### src/rtl/botao_entrada_debounce.sv
// botao_entrada_debounce: conditioning stage for the CPU IN path.
// Synchronises the raw push-button and the data switches, then debounces the button.
// Each accepted press latches {28'd0, switches} into a valid/ack mailbox.
// The oldest unread value is kept, and a press that arrives while the mailbox
// is still full sets the sticky sobreposicao flag.
// Optional feature macro: AUTO_REPEAT_EN. When it is defined, a held button
// produces a further accepted press every REPEAT_CYCLES cycles.
//
// state        | meaning
// -------------+------------------------------------------------------------
// SOLTO        | button released and stable
// FILTRA_PRESS | button seen high, counting stable-high samples
// PRESSIONADO  | press accepted, button held
// FILTRA_SOLTA | button seen low while held, counting stable-low samples
module botao_entrada_debounce #(
  parameter int unsigned CNT_W           = 24,
  parameter logic [15:0] DEBOUNCE_CYCLES = 16'd50000,
  parameter logic [23:0] REPEAT_CYCLES   = 24'd5000000
) (
  input  logic        clock,
  input  logic        reset,
  input  logic        botaoPlaca,
  input  logic [3:0]  entradaDeDadosIO,
  input  logic        leitura_ack,
  output logic        botao_nivel,
  output logic        botao_pulso,
  output logic [31:0] dado_entrada,
  output logic        dado_valido,
  output logic        sobreposicao
);

  typedef enum logic [1:0] {
    SOLTO        = 2'd0,
    FILTRA_PRESS = 2'd1,
    PRESSIONADO  = 2'd2,
    FILTRA_SOLTA = 2'd3
  } state_t;

  localparam logic [CNT_W-1:0] CNT_ONE = CNT_W'(1);
  localparam logic [CNT_W-1:0] DEB_TC  = CNT_W'(DEBOUNCE_CYCLES);

  // Counters stick at all-ones instead of wrapping.
  function automatic logic [CNT_W-1:0] sat_inc(input logic [CNT_W-1:0] v);
    return (v == '1) ? v : v + CNT_ONE;
  endfunction

  logic             btn_meta_q, btn_sync_q;
  logic [3:0]       sw_meta_q, sw_sync_q;
  state_t           state_q, state_d;
  logic [CNT_W-1:0] cnt_q, cnt_d;
  logic             press_fsm;
  logic             rep_fire;
  logic             press;
  logic             pulse_q, pulse_d;
  logic [31:0]      data_q, data_d;
  logic             valid_q, valid_d;
  logic             ovf_q, ovf_d;

  // Two-flop synchronisers for the button and each switch bit.
  always_ff @(posedge clock or posedge reset) begin
    if (reset) begin
      btn_meta_q <= 1'b0;
      btn_sync_q <= 1'b0;
      sw_meta_q  <= 4'd0;
      sw_sync_q  <= 4'd0;
    end else begin
      btn_meta_q <= botaoPlaca;
      btn_sync_q <= btn_meta_q;
      sw_meta_q  <= entradaDeDadosIO;
      sw_sync_q  <= sw_meta_q;
    end
  end

  // Debounce FSM state and filter counter registers.
  always_ff @(posedge clock or posedge reset) begin
    if (reset) begin
      state_q <= SOLTO;
      cnt_q   <= '0;
    end else begin
      state_q <= state_d;
      cnt_q   <= cnt_d;
    end
  end

  // Debounce next-state logic. Reaching the terminal count proves DEBOUNCE_CYCLES
  // stable samples, so the following cycle commits the new level without
  // looking at the synchronised input again.
  always_comb begin
    state_d   = state_q;
    cnt_d     = cnt_q;
    press_fsm = 1'b0;
    case (state_q)
      SOLTO: begin
        if (btn_sync_q) begin
          state_d = FILTRA_PRESS;
          cnt_d   = CNT_ONE;
        end else begin
          cnt_d = '0;
        end
      end
      FILTRA_PRESS: begin
        if (cnt_q >= DEB_TC) begin
          state_d   = PRESSIONADO;
          cnt_d     = '0;
          press_fsm = 1'b1;
        end else if (!btn_sync_q) begin
          state_d = SOLTO;
          cnt_d   = '0;
        end else begin
          cnt_d = sat_inc(cnt_q);
        end
      end
      PRESSIONADO: begin
        if (!btn_sync_q) begin
          state_d = FILTRA_SOLTA;
          cnt_d   = CNT_ONE;
        end else begin
          cnt_d = '0;
        end
      end
      FILTRA_SOLTA: begin
        if (cnt_q >= DEB_TC) begin
          state_d = SOLTO;
          cnt_d   = '0;
        end else if (btn_sync_q) begin
          state_d = PRESSIONADO;
          cnt_d   = '0;
        end else begin
          cnt_d = sat_inc(cnt_q);
        end
      end
      default: begin
        state_d = SOLTO;
        cnt_d   = '0;
      end
    endcase
  end

`ifdef AUTO_REPEAT_EN
  localparam logic [CNT_W-1:0] REP_LAST = CNT_W'(REPEAT_CYCLES - 24'd1);

  logic [CNT_W-1:0] rep_q, rep_d;

  // Repeat timer: runs only while the button stays in PRESSIONADO, cleared otherwise.
  always_comb begin
    rep_d    = '0;
    rep_fire = 1'b0;
    if (state_q == PRESSIONADO && btn_sync_q) begin
      if (rep_q >= REP_LAST) begin
        rep_fire = 1'b1;
      end else begin
        rep_d = sat_inc(rep_q);
      end
    end
  end

  // Repeat timer register.
  always_ff @(posedge clock or posedge reset) begin
    if (reset) begin
      rep_q <= '0;
    end else begin
      rep_q <= rep_d;
    end
  end
`else
  assign rep_fire = 1'b0;
`endif

  assign press = press_fsm | rep_fire;

  // Mailbox update. An ack in the same cycle as a press frees the slot for the new value.
  always_comb begin
    pulse_d = press;
    data_d  = data_q;
    valid_d = valid_q;
    ovf_d   = ovf_q;
    if (press) begin
      if (!valid_q || leitura_ack) begin
        data_d  = {28'd0, sw_sync_q};
        valid_d = 1'b1;
      end else begin
        ovf_d = 1'b1;
      end
    end else if (leitura_ack) begin
      valid_d = 1'b0;
    end
  end

  // Mailbox and pulse registers.
  always_ff @(posedge clock or posedge reset) begin
    if (reset) begin
      pulse_q <= 1'b0;
      data_q  <= 32'd0;
      valid_q <= 1'b0;
      ovf_q   <= 1'b0;
    end else begin
      pulse_q <= pulse_d;
      data_q  <= data_d;
      valid_q <= valid_d;
      ovf_q   <= ovf_d;
    end
  end

  assign botao_nivel  = (state_q == PRESSIONADO) || (state_q == FILTRA_SOLTA);
  assign botao_pulso  = pulse_q;
  assign dado_entrada = data_q;
  assign dado_valido  = valid_q;
  assign sobreposicao = ovf_q;

endmodule
### config.mk
export PLATFORM = sky130hd
export DESIGN_NAME = botao_entrada_debounce
export DESIGN_NICKNAME = d
export VERILOG_FILES = /design/src/rtl/botao_entrada_debounce.sv
export SDC_FILE = /design/constraint.sdc
export NUM_CORES = 1
export LEC_CHECK = 0
export CORE_MARGIN = 2
export CORE_UTILIZATION = 27
export DETAILED_ROUTE_END_ITERATION = 8
export DONT_BUFFER_PORTS = 1
export GPL_ROUTABILITY_DRIVEN = 0
export HOLD_SLACK_MARGIN = 0.12
export PLACE_DENSITY = 0.46
export SYNTH_ARGS = -nofsm -noshare
export SYNTH_HDL_FRONTEND = slang
export SYNTH_SLANG_ARGS = --single-unit
### constraint.sdc
create_clock -name clock -period 4.6 [get_ports clock]
set_input_delay 0.46 -clock clock [delete_from_list [all_inputs] [get_ports clock]]
set_output_delay 0.46 -clock clock [all_outputs]
set_load 0.03 [all_outputs]
==> run_results.csv, run 1 <==
group,metric,value,unit
clock_tree,cts_resized,0,
route,first_iter_violations,35,
route,via_per_inst,3.95,
clock_tree,clk_pin_slew_worst_paths,0.08,ns
timing,hold_slack,0.182,ns
timing,relSlewSlack,0.315,
synth,yosysMostFrequentCell,"dfrtp_1",
placement,postPlaceCellArea,2020,µm²
timing,tightest_slew,1.02,ns
synth,syn_inst,175,
global_route,grt_start_max_net_pins,44,
clock_tree,clk_latency,0.29,ns
cells_and_area,nFillCells,739,
cells_and_area,fin_area,2100,µm²
route,ant_nets,0,
setup_path,end_kind,"register",
timing,final_hold_viol_count,0,
power,powerDensity,434,nW/µm²
global_route,grt_pass1_wl,5280,µm
route,routed_wl,3020,µm
clock_tree,post_cts_buffers,0,
synth,ys.flop_type,"dfrtp_1",
synth,netlist_area,1990,µm²
flow_run,drv_cap,0,
global_route,grt_overflow,0,
synth,ys_ff_latch,43,
setup_path,startpoint_type,"register",
clock_tree,cts_tree,"yes",
synth,synth_edf_count,0,
timing,clock-skew-final,0.0108,ns
route,route.detailed.drc,0,
setup_path,cp.arrival,2.44,ns
cells_and_area,diodes,0,
die,core,7180,µm²
setup_path,criticalPathCategory,"reg2reg",
synth,synth_top_area_cell,"dfrtp_1",
setup_path,cp_data_required_time,4.76,ns
power,p_total,0.000911,W
die,die_h,89.8,µm
timing,fin_crit,2.28,ns
synth,seq_area_frac_synth,0.542,
clock_tree,htree_num_levels,2,
clock_tree,cts_sinks,43,
power,leakagePower,0.869,nW
synth,synth.top_cell.area_share,0.542,
synth,ys_top_cells_by_count,"43 x dfrtp_1, 29 x buf_4, 18 x nor2_1",
global_route,antenna_found_initial,0,
cells_and_area,layout-drive-gt1-share,0.103,
die,start_util,0.277,
synth,synth_cell_types,33,
synth,syn_area_per_cell,11.4,µm²
timing,drv_slew,0,
route,wl_per_cell,10.6,µm
cells_and_area,nets,195,
route,first_pass_iters,4,
die,io_pins,44,
placement,portBuffers,0,
clock_tree,root_buffer,"clkbuf_8",
synth,synthArstFlopShare,1.00,
timing,fmax,439,MHz
placement,hpwl,2070,µm
die,rows,31,
synth,netlist_top_cells_area,"dfrtp_1 54%, buf_4 11%, xnor2_1 5.7%, nor2_1 3.4%, mux2_4 3.0%",
die,dieWidth,89.8,µm
outcome,status,"finished clean",
clock_tree,cts-buffers-inserted,5,
clock_tree,cts_buffer_depth,2,
clock_tree,cts_hold_buffers,0,
setup_path,crit_fanout,11,
global_route,grt_pass1_vias,1069,
hold_path,hold_class,"in2async",
route,vias,1121,
global_route,track_usage,0.0834,
timing,fin_setup_tns,0,ns
die,dieArea,8060,µm²
timing,post-route-period-util,0.495,
synth,synth-warning-count,0,
timing,rsz0062_at_grt,"no",
cells_and_area,area_growth_syn_to_layout,5.60,%
timing,setup_viol,0,
power,ir_worst_vdd,124,µV
## registers in the layout, summed over array words and instances (netlist names)
register and count:
sw_meta_q 4, sw_sync_q 4, botao_pulso 1, cnt_q 24
state_q 2, btn_meta_q 1, dado_valido 1, sobreposicao 1
btn_sync_q 1, dado_entrada 4
## cell families (layout without fill, tap and decap cells)
family | after synthesis | after routing | synth area share
adders and majority gates | 2 | 2 | 0.0126
muxes | 4 | 4 | 0.0302
DFF | 43 | 43 | 0.542
AOI/OAI and AO/OA | 20 | 20 | 0.0812
buffers and inverters | 41 | 16 | 0.133
xor gates and xnor gates | 15 | 15 | 0.0661
and+or+nand+nor | 49 | 49 | 0.134
other | 1 | 36 | 0.00189
## power breakdown
part           leakage [nW]  internal (W)  switching [W]
combinational         0.285     0.0000676      0.0000744
clock                0.0440      0.000104       0.000125
sequential            0.540      0.000428       0.000112
total                 0.869      0.000599       0.000312
## placed cells by master (no fill, tap or decap), drive strengths merged, types with 2 or more instances in the layout
master and instances:
ha 2, or3 2, a2111oi 2, a21o 2, clkbuf 5, mux2 4
dfrtp 43, nor4 4, xor2 2, nor2 18, nand4 5, clkinv 2
conb 36, nand3 6, o21ai 2, xnor2 13, nor3 2, a211oi 7
inv 8, nor2b 2, a21oi 5, nand2 6
## area by class of cell
class                   count  area [µm²]  share of cell area
clock inverters             2        13.8             0.00656
well taps                  99         124              0.0590
repair buffers              1        7.51             0.00358
clock buffers               5        68.8              0.0328
inverters                   8        30.0              0.0143
multi-input cells         126         778               0.371
flip-flops and latches     43        1080               0.513
## critical path, cell delays in order (launching register included)
cell and delay, ns:
dfrtp_1 0.41, ha_1 0.20, nand3_1 0.17, nor3_1 0.82
a2111oi_0 0.30, xnor2_1 0.20, nor2_1 0.05
## per-stage QoR
step / setup slack [ns] / instances / util
finish: 2.32 / 284 / 0.292
global route: 2.05 / 284 / 0.292
CTS: 2.28 / 284 / 0.292
detailed placement: 2.31 / 277 / 0.281
global placement: 2.39 / 277 / 0.281
floorplan: 2.90 / 210 / -
## routing by layer
layer  part of all wire  track usage  up-vias
met3              0.048       0.0260        4
met1               0.45        0.106      543
met2               0.48        0.125       34
li1                   -            -      540
met5                  0            0        -
met4              0.026       0.0500        0
## final timing paths
kind | start | end | slack (ns) | cells past startpoint
max | cnt_q[0] | cnt_q[3] | 2.32 | 6
min | reset | sw_meta_q[3] | 0.18 | 2
max reg2reg | cnt_q[0] | cnt_q[3] | 2.32 | 6
min reg2reg | sw_meta_q[0] | sw_sync_q[0] | 0.35 | 0
max in group asynchronous | reset | cnt_q[11] | 4.04 | 2
min in group clock | entradaDeDadosIO[1] | sw_meta_q[1] | 0.19 | 0
Power figures use the tool's default switching activity.
==> run 2: changes to the inputs <==
--- a/config.mk
+++ b/config.mk
@@ -11,7 +11,7 @@
 export DONT_BUFFER_PORTS = 1
 export GPL_ROUTABILITY_DRIVEN = 0
 export HOLD_SLACK_MARGIN = 0.12
-export PLACE_DENSITY = 0.46
+export PLACE_DENSITY = 0.48
 export SYNTH_ARGS = -nofsm -noshare
 export SYNTH_HDL_FRONTEND = slang
 export SYNTH_SLANG_ARGS = --single-unit
==> constraint.sdc (replaced) <==
create_clock -name clock -period 1.9 [get_ports clock]
set_input_delay 0.19 -clock clock [delete_from_list [all_inputs] [get_ports clock]]
set_output_delay 0.19 -clock clock [all_outputs]
set_load 0.03 [all_outputs]
==> run_results.csv, run 2 (synthesis results as in run 1) <==
group,metric,value,unit
global_route,grt_overflow,0,
die,dieWidth,89.8,µm
global_route,grt_start_max_net_pins,44,
cells_and_area,multi_input_area,791,µm²
power,leakagePower,0.949,nW
clock_tree,root_buffer,"clkbuf_8",
setup_path,slowest_stage,"dfrtp_1",
die,die_h,89.8,µm
timing,final_hold_viol_count,0,
timing,post-route-period-util,0.937,
timing,relSlewSlack,0.649,
route,wl_per_cell,10.3,µm
power,p_int,0.00153,W
route,via_per_inst,3.86,
die,dieArea,8060,µm²
setup_path,slowest_delay,0.45,ns
setup_path,cp_data_required_time,2.09,ns
timing,fin_setup_tns,0,ns
clock_tree,clk_latency,0.30,ns
route,route.detailed.drc,0,
cells_and_area,fin_util,0.315,
clock_tree,cts_sinks,43,
power,power_frac_seq,0.555,
setup_path,crit_fanout,6,
timing,tightest_slew,0.527,ns
power,pwr-share-clk,0.264,
setup_path,crit_buf_inv,0,
cells_and_area,area_growth_syn_to_layout,13.9,%
global_route,grt_pass1_vias,1077,
die,io_pins,44,
clock_tree,cts_tree,"yes",
timing,fin_crit,1.78,ns
cells_and_area,layout-drive-gt1-share,0.158,
cells_and_area,final_cell_mix,"43 x dfrtp_1, 36 x conb_1, 18 x nor2_1, 13 x xnor2_1, 11 x buf_4",
cells_and_area,final_common_cell,"dfrtp_1",
timing,rsz0062_at_grt,"yes",
route,first_pass_iters,4,
setup_path,cp.arrival,1.97,ns
global_route,track_usage,0.0855,
setup_path,criticalPathCategory,"reg2reg",
setup_path,end_kind,"register",
clock_tree,post_cts_buffers,0,
power,p_total,0.00231,W
timing,setup_viol,0,
route,first_iter_violations,45,
cells_and_area,regMostFlops,"cnt_q",
setup_path,startpoint_type,"register",
cells_and_area,nFillCells,723,
outcome,status,"finished clean",
cells_and_area,diodes,0,
cells_and_area,largest_reg_flops,24,
power,powerDensity,1020,nW/µm²
clock_tree,clk_pin_slew_worst_paths,0.08,ns
clock_tree,cts_buffer_depth,2,
power,p_sw_frac,0.338,
timing,fmax,562,MHz
global_route,antenna_found_initial,0,
flow_run,drv_cap,0,
route,vias,1163,
cells_and_area,seqCellArea,1080,µm²
setup_path,cp_top_family,"compound AO/OA/AOI/OAI gates",
cells_and_area,nets,211,
clock_tree,htree_num_levels,2,
placement,portBuffers,0,
global_route,grt_pass1_wl,5420,µm
setup_path,crit_chain,"o21ai_1, a211oi_2, o21ai_2, or3_4, mux2_4",
die,start_util,0.277,
clock_tree,cts-buffers-inserted,5,
hold_path,hold_class,"in2reg",
timing,clock-skew-final,0.00454,ns
die,core,7180,µm²
power,p_comb_frac,0.180,
timing,drv_slew,0,
route,routed_wl,3110,µm
power,switchingPower,0.000780,W
power,ir_worst_vdd,373,µV
placement,hpwl,2210,µm
route,ant_nets,0,
die,rows,31,
## run 2: cell count changes in the layout (fill, tap and decap cells not counted), sizes merged
cell	before	now
clkbuf	5	6
clkinv	2	1
clkinvlp	0	1
dlygate4sd3	0	6
buf	1	11
## run 2: power by group through the flow
stage          registers (W)  logic [W]  clock network (W)
2_1_floorplan        0.00126   0.000410                  0
3_3_place_gp         0.00131   0.000407                  0
3_5_place_dp         0.00130   0.000410                  0
4_1_cts              0.00128   0.000420           0.000645
5_1_grt              0.00130   0.000456           0.000686
6_report             0.00128   0.000416           0.000611
## run 2: final cells by class
| cell class | instances | share of cell area |
|---|---|---|
| sequential | 43 | 0.476 |
| multi-input combinational | 126 | 0.350 |
| timing repair buffer | 17 | 0.0631 |
| tap | 99 | 0.0548 |
| clock buffer | 6 | 0.0365 |
| inverter | 8 | 0.0133 |
| clock inverter | 2 | 0.00719 |
## run 2: worst paths after layout
kind | from | to | slack (ns) | depth (start not counted)
max | cnt_q[4] | dado_entrada[3] | 0.12 | 5
min | leitura_ack | sobreposicao | 0.14 | 2
max reg2reg | cnt_q[4] | dado_entrada[3] | 0.12 | 5
min reg2reg | btn_meta_q | btn_sync_q | 0.35 | 0
max in group asynchronous | reset | cnt_q[9] | 1.08 | 3
min in group asynchronous | reset | sw_sync_q[2] | 0.46 | 3
## run 2: timing repair
item / CTS / global route
hold buffers: 6 / 0
resized for setup: 0 / 3
endpoints found under the setup margin: 0 / 10
endpoints found under the hold margin: 48 / 0
## run 2: layer usage
layer / up-vias / share of wire / GRT usage
li1: 576 / - / -
met1: 557 / 0.46 / 0.103
met4: 0 / 0.027 / 0.0462
met5: - / 0 / 0
met3: 6 / 0.034 / 0.0277
met2: 24 / 0.48 / 0.136
## run 2: stage by stage
stage	cells	worst slack, ns	instance area [µm²]	hold WS (ns)
6_report	301	0.120	2260	0.140
5_1_grt	301	0.00926	2260	0.140
4_1_cts	301	0.0811	2250	0.126
3_5_place_dp	287	0.104	2090	0.221
3_3_place_gp	287	0.116	2090	0.221
2_1_floorplan	210	0.198	2120	0.221
==> run 3: changes to the inputs <==
--- a/config.mk
+++ b/config.mk
@@ -10,7 +10,7 @@
 export DETAILED_ROUTE_END_ITERATION = 8
 export DONT_BUFFER_PORTS = 1
 export GPL_ROUTABILITY_DRIVEN = 0
-export HOLD_SLACK_MARGIN = 0.12
+export HOLD_SLACK_MARGIN = 0.03
 export PLACE_DENSITY = 0.48
 export SYNTH_ARGS = -nofsm -noshare
 export SYNTH_HDL_FRONTEND = slang
==> results of run 3 <==
Same layout as run 2: the final DEF is identical, and so are final timing and power.
